$ cat config.mk
export PLATFORM = sky130hd
export DESIGN_NAME = sram_sample_port
export DESIGN_NICKNAME = d
export VERILOG_FILES = /design/src/rtl/sram_sample_port.sv
export SDC_FILE = /design/constraint.sdc
export NUM_CORES = 1
export LEC_CHECK = 0
export CAP_MARGIN = 5
export CELL_PAD_IN_SITES_DETAIL_PLACEMENT = 1
export CELL_PAD_IN_SITES_GLOBAL_PLACEMENT = 2
export CORE_AREA = 4 4 117 119
export CTS_BUF_LIST = sky130_fd_sc_hd__clkbuf_2 sky130_fd_sc_hd__clkbuf_4 sky130_fd_sc_hd__clkbuf_8
export CTS_CLUSTER_DIAMETER = 60
export CTS_CLUSTER_SIZE = 25
export DETAILED_ROUTE_END_ITERATION = 6
export DIE_AREA = 0 0 121 123
export GPL_TIMING_DRIVEN = 0
export PLACE_DENSITY_LB_ADDON = 0.1
export REMOVE_ABC_BUFFERS = 1
export SLEW_MARGIN = 20
export SYNTH_ARGS = -nofsm -noshare
export SYNTH_HDL_FRONTEND = slang
export SYNTH_SLANG_ARGS = --single-unit
$ cat constraint.sdc
create_clock -name clk_i -period 5.35 [get_ports clk_i]
set_input_delay 0.8025 -clock clk_i [delete_from_list [all_inputs] [get_ports clk_i]]
set_output_delay 0.8025 -clock clk_i [all_outputs]
set_load 0.05 [all_outputs]
$ cat src/rtl/sram_sample_port.sv
// sram_sample_port: turns one sample tick into an SRAM read followed by an optional write on a shared async-SRAM bus.
module sram_sample_port #(
  parameter int DATA_WIDTH = 16,
  parameter int ADDR_WIDTH = 21,
  parameter int READ_WAIT  = 2,
  parameter int WRITE_WAIT = 2
) (
  input  logic                  clk_i,
  input  logic                  rst_n_i,
  input  logic                  sample_tick_i,
  input  logic [ADDR_WIDTH-1:0] read_address_i,
  input  logic [ADDR_WIDTH-1:0] write_address_i,
  input  logic [DATA_WIDTH-1:0] writedata_i,
  input  logic                  write_enable_i,
  output logic [DATA_WIDTH-1:0] readdata_o,
  output logic                  readdata_valid_o,
  output logic                  busy_o,
  output logic                  overrun_o,
  output logic [ADDR_WIDTH-1:0] sram_addr_o,
  input  logic [DATA_WIDTH-1:0] sram_dq_i,
  output logic [DATA_WIDTH-1:0] sram_dq_o,
  output logic                  sram_dq_oe_o,
  output logic                  sram_ce_n_o,
  output logic                  sram_oe_n_o,
  output logic                  sram_we_n_o
);
  localparam int CW = $clog2((READ_WAIT > WRITE_WAIT ? READ_WAIT : WRITE_WAIT) + 1);
  typedef enum logic [2:0] {IDLE, READ, TURN, WRITE, WHOLD} state_t;
  state_t                state_q, state_d;
  logic [CW-1:0]         cnt_q, cnt_d;
  logic [ADDR_WIDTH-1:0] waddr_q, waddr_d, addr_q, addr_d;
  logic [DATA_WIDTH-1:0] dq_q, dq_d, rdata_q, rdata_d;
  logic                  wen_q, wen_d, ce_n_q, ce_n_d, oe_n_q, oe_n_d, we_n_q, we_n_d;
  logic                  dq_oe_q, dq_oe_d, valid_q, valid_d, busy_q, busy_d, ovr_q, ovr_d;
  logic                  accept, start_write;
  always_comb begin
    accept = sample_tick_i && state_q == IDLE;
    state_d = state_q;
    cnt_d = cnt_q;
    case (state_q)
      IDLE: if (accept) begin
        state_d = READ;
        cnt_d = CW'(READ_WAIT - 1);
      end
      READ: if (cnt_q == '0) state_d = TURN; else cnt_d = cnt_q - CW'(1);
      TURN: if (wen_q) begin
        state_d = WRITE;
        cnt_d = CW'(WRITE_WAIT - 1);
      end else state_d = IDLE;
      WRITE: if (cnt_q == '0) state_d = WHOLD; else cnt_d = cnt_q - CW'(1);
      default: state_d = IDLE;
    endcase
    start_write = state_q == TURN && state_d == WRITE;
    // Write data is parked on dq_o at accept time; it is only driven once dq_oe rises.
    waddr_d = accept ? write_address_i : waddr_q;
    wen_d = accept ? write_enable_i : wen_q;
    dq_d = accept ? writedata_i : dq_q;
    addr_d = accept ? read_address_i : start_write ? waddr_q : addr_q;
    ce_n_d = state_d == IDLE;
    oe_n_d = state_d != READ;
    we_n_d = state_d != WRITE;
    dq_oe_d = state_d == WRITE || state_d == WHOLD;
    valid_d = state_q == READ && cnt_q == '0;
    rdata_d = valid_d ? sram_dq_i : rdata_q;
    busy_d = state_d != IDLE;
    ovr_d = ovr_q || (sample_tick_i && state_q != IDLE);
  end
  always_ff @(posedge clk_i or negedge rst_n_i) begin
    if (!rst_n_i) begin
      state_q <= IDLE;
      cnt_q <= '0;
      waddr_q <= '0;
      wen_q <= 1'b0;
      dq_q <= '0;
      addr_q <= '0;
      rdata_q <= '0;
      ce_n_q <= 1'b1;
      oe_n_q <= 1'b1;
      we_n_q <= 1'b1;
      dq_oe_q <= 1'b0;
      valid_q <= 1'b0;
      busy_q <= 1'b0;
      ovr_q <= 1'b0;
    end else begin
      state_q <= state_d;
      cnt_q <= cnt_d;
      waddr_q <= waddr_d;
      wen_q <= wen_d;
      dq_q <= dq_d;
      addr_q <= addr_d;
      rdata_q <= rdata_d;
      ce_n_q <= ce_n_d;
      oe_n_q <= oe_n_d;
      we_n_q <= we_n_d;
      dq_oe_q <= dq_oe_d;
      valid_q <= valid_d;
      busy_q <= busy_d;
      ovr_q <= ovr_d;
    end
  end
  assign readdata_o = rdata_q;
  assign readdata_valid_o = valid_q;
  assign busy_o = busy_q;
  assign overrun_o = ovr_q;
  assign sram_addr_o = addr_q;
  assign sram_dq_o = dq_q;
  assign sram_dq_oe_o = dq_oe_q;
  assign sram_ce_n_o = ce_n_q;
  assign sram_oe_n_o = oe_n_q;
  assign sram_we_n_o = we_n_q;
endmodule

==> results of run 1 <==
## state kept, by name, indices dropped and copies added, names as in the netlist, 2 cells and up
name         cells
sram_addr_o     21
waddr_q         21
readdata_o      16
sram_dq_o       16
state_q          3
cnt_q            2
## cells in the mapped netlist
cell      number
o22ai_1        1
o31ai_1        2
nand2_1        2
nand2b_1       2
nor2b_1        3
mux2_4        30
and2b_1        2
or3b_2         2
nor3b_1        1
dfstp_2        3
buf_12         3
ha_1           1
buf_2          4
buf_6          4
nor4b_4        1
nor4bb_1       1
o21ai_2        1
mux2_2        30
mux2_1        37
and3_1         1
nor2_1         1
o21ai_0        1
dfrtp_1       84
buf_4          2
inv_1          3
mux2i_1        1
nor3_2         1
## worst max-delay path, stage by stage
cell	delay (ns)
clkdlybuf4s50_1	0.53
nor4b_4	0.50
buf_8	0.22
buf_4	0.20
buf_4	0.22
mux2_1	0.33
mux2_1	0.30
## metal layers
| layer | track usage | vias up |
|---|---|---|
| li1 | - | 1075 |
| met1 | 0.146 | 1191 |
| met2 | 0.198 | 101 |
| met3 | 0.0837 | 12 |
| met4 | 0.0340 | 0 |
| met5 | 0 | - |
## cell families after synthesis
logic type | after synthesis | share of synthesized area
buffers and inverters | 16 | 0.0406
DFF | 87 | 0.585
adders and majority gates | 1 | 0.00336
and+or+nand+nor | 17 | 0.0356
AOI/OAI and AO/OA | 5 | 0.00940
muxes | 98 | 0.326
## metrics by stage
stage,total power [mW],setup WS (ns),util
global route,4.02,2.38,0.439
global placement,3.33,-0.368,0.412
CTS,3.87,2.44,0.439
floorplan,2.64,1.24,-
finish,3.79,2.47,0.439
detailed placement,3.40,2.03,0.424
## placed cells by master, fill, tap and decap left out, drive strengths merged
cell type,count
dfstp,3
nor2b,3
inv,3
clkbuf,16
clkdlybuf4s50,136
ha,1
and3,1
and2b,2
o31ai,2
mux2,97
nor3b,1
dfrtp,84
nor4bb,1
nand2,2
o22ai,1
nor3,1
nor4b,1
o21ai,2
nor2,1
buf,11
mux2i,1
nand2b,2
or3b,2
## final timing paths
| kind | depth (start not counted) | end |
|---|---|---|
| worst max register to register | 6 | sram_addr_o[17] |
| worst min-delay path | 1 | waddr_q[12] |
| worst max-delay path | 7 | sram_addr_o[17] |
| worst min register to register | 1 | overrun_o |
| max in group asynchronous | 2 | sram_oe_n_o |
| min in group clk_i | 1 | overrun_o |
## power by group through the flow
stage	clock, mW	combinational [mW]	sequential [mW]
3_5_place_dp	0	2.21	1.19
5_1_grt	0.495	2.30	1.22
2_1_floorplan	0	0.684	1.95
3_3_place_gp	0	2.16	1.17
6_report	0.441	2.18	1.17
4_1_cts	0.472	2.22	1.18
## cell type report
| cell class | count | area, um^2 |
|---|---|---|
| tap | 172 | 215 |
| timing repair buffer | 147 | 1510 |
| clock buffer | 16 | 189 |
| sequential | 87 | 2180 |
| inverter | 3 | 11.3 |
| fill | 1292 | 7050 |
| multi-input combinational | 121 | 1420 |
==> impl_results.rst, run 1 <==
.. list-table::
   :header-rows: 1

   * - Metric
     - Value
   * - Boundary pin count
     - 138
   * - Routability congestion estimate from global placement
     - 0.642
   * - Grt total ovfl
     - 0
   * - Antenna diode count
     - 0
   * - Area Overhead vs Synth
     - 48.0%
   * - Setup crit start
     - sample_tick_i
   * - Worst vdd ir
     - 298 uV
   * - TritonCTS Buffers
     - 9
   * - Routed length on met3
     - 1.09 mm
   * - Result of the run
     - completed
   * - Die area
     - 14,900 um^2
   * - Crit end category
     - flop
   * - Hold violation total from the final report
     - 0
   * - DR iter-0 viols
     - 57
   * - Critical Path AT
     - 3.13 ns
   * - Pwr/cell area
     - 687 nW/um^2
   * - Placed Area
     - 5330 um^2
   * - Latest clock arrival within the worst-skew pair
     - 0.36 ns
   * - Clk network pwr share
     - 0.116
   * - Worst hold path type
     - input pin to async pin
   * - TritonCTS clock tree
     - done
   * - Die H
     - 123 um
   * - Clock-pin slew on the worst setup and hold paths
     - 0.08 ns
   * - Average via count per standard cell
     - 4.36
   * - Share of final-layout standard cells stronger than drive strength 1
     - 0.257
   * - Final worst-path cycle share
     - 0.539
   * - Vias in the first global route
     - 2,713
   * - Post-CTS Hold Buffers
     - 0
   * - Final-report max-slew violation count
     - 0
   * - Antenna violations before repair
     - 0
   * - Effective utilization at floorplan
     - 0.297
   * - Post-DR wirelength/cell
     - 16.4 um
   * - Worst Max-Slew Pin Slew
     - 0.703 ns
   * - Nets
     - 448
   * - Routed metal-1 wire length
     - 3.66 mm
   * - Largest clock skew in the final design
     - 0.00541 ns
   * - Mapped cell area
     - 3730 um^2
   * - P_int
     - 2.17 mW
   * - Die X-Extent
     - 121 um
   * - Top layer used by detailed routing
     - met4
   * - Met2 routed WL
     - 4.10 mm
   * - Largest net degree at the start of global routing
     - 49
   * - Type of the setup path with the least slack
     - input pin to flop
   * - Launch point of the worst reg-to-reg path
     - state_q[0]
   * - Number of buffers added on ports
     - 137
   * - Leakage power
     - 2.31 nW
   * - Max clock buf depth
     - 2
   * - Sum of net half-perimeters after detailed placement
     - 6.78 mm
   * - Synthesized instance count
     - 224
   * - Final setup violation count
     - 0
   * - Number of core rows
     - 41
   * - CTS HTree Levels
     - 3
   * - Critical Path RT
     - 5.59 ns
   * - Post-cts gate resize count
     - 0
   * - Hold WS
     - 0.341 ns
   * - Sequential fraction of design power
     - 0.308
   * - Portion of synthesized cell area occupied by the leading cell type
     - 0.564
   * - Final non-filler cell area
     - 5520 um^2
   * - Clk sink count
     - 87
   * - Register-to-register setup slack
     - 2.84 ns
   * - Sw frac
     - 0.428
   * - Mean Syn Cell Area
     - 16.6 um^2
   * - Normalized max-slew margin
     - 0.530
   * - Combined global-route utilization of all metal layers
     - 0.128
   * - Worst Setup Start Kind
     - input pin
   * - Final Routed Wirelength
     - 8.95 mm
   * - Final antenna-violating net count
     - 0
   * - Switching power summed over all nets
     - 1.62 mW
   * - Top fanout value on the critical path
     - 9
   * - Final Non-Filler Cells
     - 546
   * - First-pass iteration count of the detailed router
     - 3
   * - Wire length of the first global-routing pass
     - 14.6 mm
   * - Number of vias in the routed layout
     - 2,379
   * - Synth warnings
     - 0
   * - Setup repair after global routing missed its margin
     - false
   * - Core Region
     - 12,600 um^2
   * - Cell count after placement
     - 530
   * - Minimum clock period after layout
     - 2.88 ns
   * - Master cell of the clock root buffer
     - clkbuf_8
   * - Share of the yosys chip area belonging to registers
     - 0.585
   * - Portion of total power attributed to combinational logic
     - 0.575
   * - Cell type with the highest aggregate area in the netlist
     - dfrtp_1
   * - Total Neg Setup Slack
     - 0 ns
   * - Maximum clock frequency
     - 0.347 GHz
   * - DR DRC count
     - 0
   * - Biggest area contributors in the synthesized netlist
     - dfrtp_1 (56%), mux2_4 (12%), mux2_1 (11%), mux2_2 (9.1%), dfstp_2 (2.1%)
   * - Synth cell types
     - 27
   * - Max-cap viol count
     - 0
   * - Register bit count reported by yosys
     - 87
   * - Post-CTS Setup Bufs
     - 0
No activity file was read; power rests on OpenSTA's default activity.
==> run 2: changes to the inputs <==
- clock period: 5.35 -> 2.75 ns (I/O delays scaled with it)
==> impl_results.rst, run 2 (synthesis gave the netlist of run 1 again) <==
.. list-table::
   :header-rows: 1

   * - Metric
     - Value
   * - Max-cap viol count
     - 0 (unchanged)
   * - Wire length of the first global-routing pass
     - 14.7 mm (+0.19%)
   * - Cells on Worst Hold Path
     - 1
   * - Master cell of the clock root buffer
     - clkbuf_8
   * - Pwr/cell area
     - 1340 nW/um^2 (+94%)
   * - Worst Setup Start Kind
     - flop
   * - Number of buffers added on ports
     - 137 (unchanged)
   * - Hold WS
     - 0.475 ns (+0.134 ns)
   * - Register-to-register setup slack
     - 0.24 ns (-2.60 ns)
   * - Die H
     - 123 um (unchanged)
   * - Effective utilization at floorplan
     - 0.297 (unchanged)
   * - Average via count per standard cell
     - 4.37 (+0.28%)
   * - Number of vias in the routed layout
     - 2,390 (+0.46%)
   * - Core Region
     - 12,600 um^2 (unchanged)
   * - Hold violation total from the final report
     - 0 (unchanged)
   * - Share of final-layout standard cells stronger than drive strength 1
     - 0.256 (-0.000684)
   * - Leakage power
     - 2.31 nW (+0.18%)
   * - Critical Path AT
     - 2.76 ns (-0.37 ns)
   * - Largest clock skew in the final design
     - 0.00606 ns (+0.000651 ns)
   * - Boundary pin count
     - 138 (unchanged)
   * - Final worst-path cycle share
     - 0.914
   * - Antenna violations before repair
     - 0 (unchanged)
   * - Clk sink count
     - 87 (unchanged)
   * - FF+latch area
     - 2180 um^2 (unchanged)
   * - Top delay family on crit path
     - buffers and inverters
   * - Number of core rows
     - 41 (unchanged)
   * - Die area
     - 14,900 um^2 (unchanged)
   * - Worst Max-Slew Pin Slew
     - 0.703 ns (+0.0000302 ns)
   * - Hold Path Sink
     - overrun_o
   * - Crit end category
     - flop
   * - Top fanout value on the critical path
     - 10 (+1)
   * - Launch point of the worst reg-to-reg path
     - state_q[0]
   * - Nets
     - 449 (+0.22%)
   * - Delay contributed by the slowest stage of the critical path
     - 0.60 ns (+0.07 ns)
   * - Final antenna-violating net count
     - 0 (unchanged)
   * - Normalized max-slew margin
     - 0.530 (about the same)
   * - Post-DR wirelength/cell
     - 16.4 um (about the same)
   * - Minimum clock period after layout
     - 2.51 ns
   * - Critical path cell sequence
     - nor4b_4 -> buf_8 -> buf_4 -> buf_4 -> mux2_1 -> mux2_1
   * - First-pass iteration count of the detailed router
     - 3 (unchanged)
   * - Worst Reg-to-Reg Cells
     - 6 (unchanged)
   * - Final Routed Wirelength
     - 8.97 mm (+0.22%)
   * - Critical Path RT
     - 2.99 ns (-2.60 ns)
   * - Startpoint of the lowest-slack hold path
     - overrun_o
   * - Routability congestion estimate from global placement
     - 0.642 (unchanged)
   * - Final setup violation count
     - 0 (unchanged)
   * - Result of the run
     - completed
   * - Grt total ovfl
     - 0 (unchanged)
   * - Latest clock arrival within the worst-skew pair
     - 0.36 ns (about the same)
   * - Area taken by multi-input logic gates
     - 1420 um^2 (unchanged)
   * - Setup crit start
     - state_q[0]
   * - Largest net degree at the start of global routing
     - 49 (unchanged)
   * - Max clock buf depth
     - 2 (unchanged)
   * - Setup repair after global routing missed its margin
     - false
   * - Post-CTS Setup Bufs
     - 0 (unchanged)
   * - Vias in the first global route
     - 2,722 (+0.33%)
   * - CTS HTree Levels
     - 3 (unchanged)
   * - DR DRC count
     - 0 (unchanged)
   * - Most common library cell in the layout ignoring fill and taps
     - clkdlybuf4s50_1
   * - Buffers and inverters on the worst path
     - 3 (-1)
   * - Antenna diode count
     - 0 (unchanged)
   * - Worst hold path type
     - flop to flop
   * - DR iter-0 viols
     - 65 (+14%)
   * - Worst flop-to-flop path endpoint
     - sram_addr_o[17]
   * - Final-report max-slew violation count
     - 0 (unchanged)
   * - Maximum clock frequency
     - 0.398 GHz
   * - TritonCTS clock tree
     - done
   * - Die X-Extent
     - 121 um (unchanged)
   * - Type of the setup path with the least slack
     - flop to flop
   * - Commonest non-fill, non-tap cells in the layout
     - clkdlybuf4s50_1 (136), dfrtp_1 (84), mux2_1 (37), mux2_4 (30), mux2_2 (30)
   * - Clock-pin slew on the worst setup and hold paths
     - 0.08 ns (about the same)
   * - Total Neg Setup Slack
     - 0 ns (unchanged)
   * - TritonCTS Buffers
     - 9 (unchanged)
   * - Sum of net half-perimeters after detailed placement
     - 6.78 mm (unchanged)
   * - Area Overhead vs Synth
     - 48.3%
   * - Cell with the largest stage delay on the worst path
     - nor4b_4
   * - Fill cells
     - 1,291 (-0.077%)
   * - Worst vdd ir
     - 580 uV (+95%)
   * - Combined global-route utilization of all metal layers
     - 0.128 (+0.000196)
==> run 2: repair_timing <==
action,in CTS,in global routing
endpoints found under the hold margin,39,0
hold buffers,1,0
gates resized for setup,0,0
==> run 2: where the power goes <==
| group | switching, mW | internal (mW) | leakage (nW) |
|---|---|---|---|
| registers | 0.339 | 1.94 | 1.02 |
| logic | 2.39 | 1.86 | 1.19 |
| clock network | 0.428 | 0.430 | 0.102 |
==> run 2: routing by layer <==
metal | share of wire | up-vias | global-route usage
met1 | 0.41 | 1199 | 0.147
met3 | 0.12 | 12 | 0.0833
met5 | 0 | - | 0
met2 | 0.46 | 101 | 0.199
li1 | - | 1078 | -
met4 | 0.011 | 0 | 0.0340
==> run 2: worst max-delay path by stage <==
stage	cells after the start	end	slack, ns
2_1_floorplan	3	sram_addr_o[5]	-1.10
3_3_place_gp	4	sram_addr_o[6]	-2.58
3_5_place_dp	7	sram_addr_o[17]	-0.18
4_1_cts	6	sram_addr_o[17]	0.16
5_1_grt	6	sram_addr_o[17]	0.07
6_report	6	sram_addr_o[17]	0.24
==> run 2: final cells by class <==
class                      instances  area share
tap                              172      0.0389
timing repair buffer             148       0.274
clock buffer                      16      0.0342
sequential                        87       0.395
inverter                           3     0.00204
multi-input combinational        121       0.256
==> run 2: through the flow <==
step                      cells  setup WS [ns]  total power [mW]  instance area [um^2]  utilization
after floorplan             211          -1.10              5.13                  3590            -
after global placement      520          -2.58              6.47                  5170        0.412
after detailed placement    530         -0.176              6.62                  5330        0.424
after CTS                   547          0.162              7.53                  5530        0.440
after global routing        547         0.0721              7.82                  5530        0.440
final                       547          0.236              7.38                  5530        0.440
==> run 2: worst reg2reg max path: cells and delay by family (launching register included) <==
kind | cells | cell delay (ns)
mux | 2 | 0.64
buf+inv | 3 | 0.65
simple gates | 1 | 0.60
flops | 1 | 0.51
==> run 3: changes to the inputs <==
- ABC_CLOCK_PERIOD_IN_PS: not set -> 2750
==> results of run 3 <==
No change in the layout: final DEF, timing and power equal those of run 2.
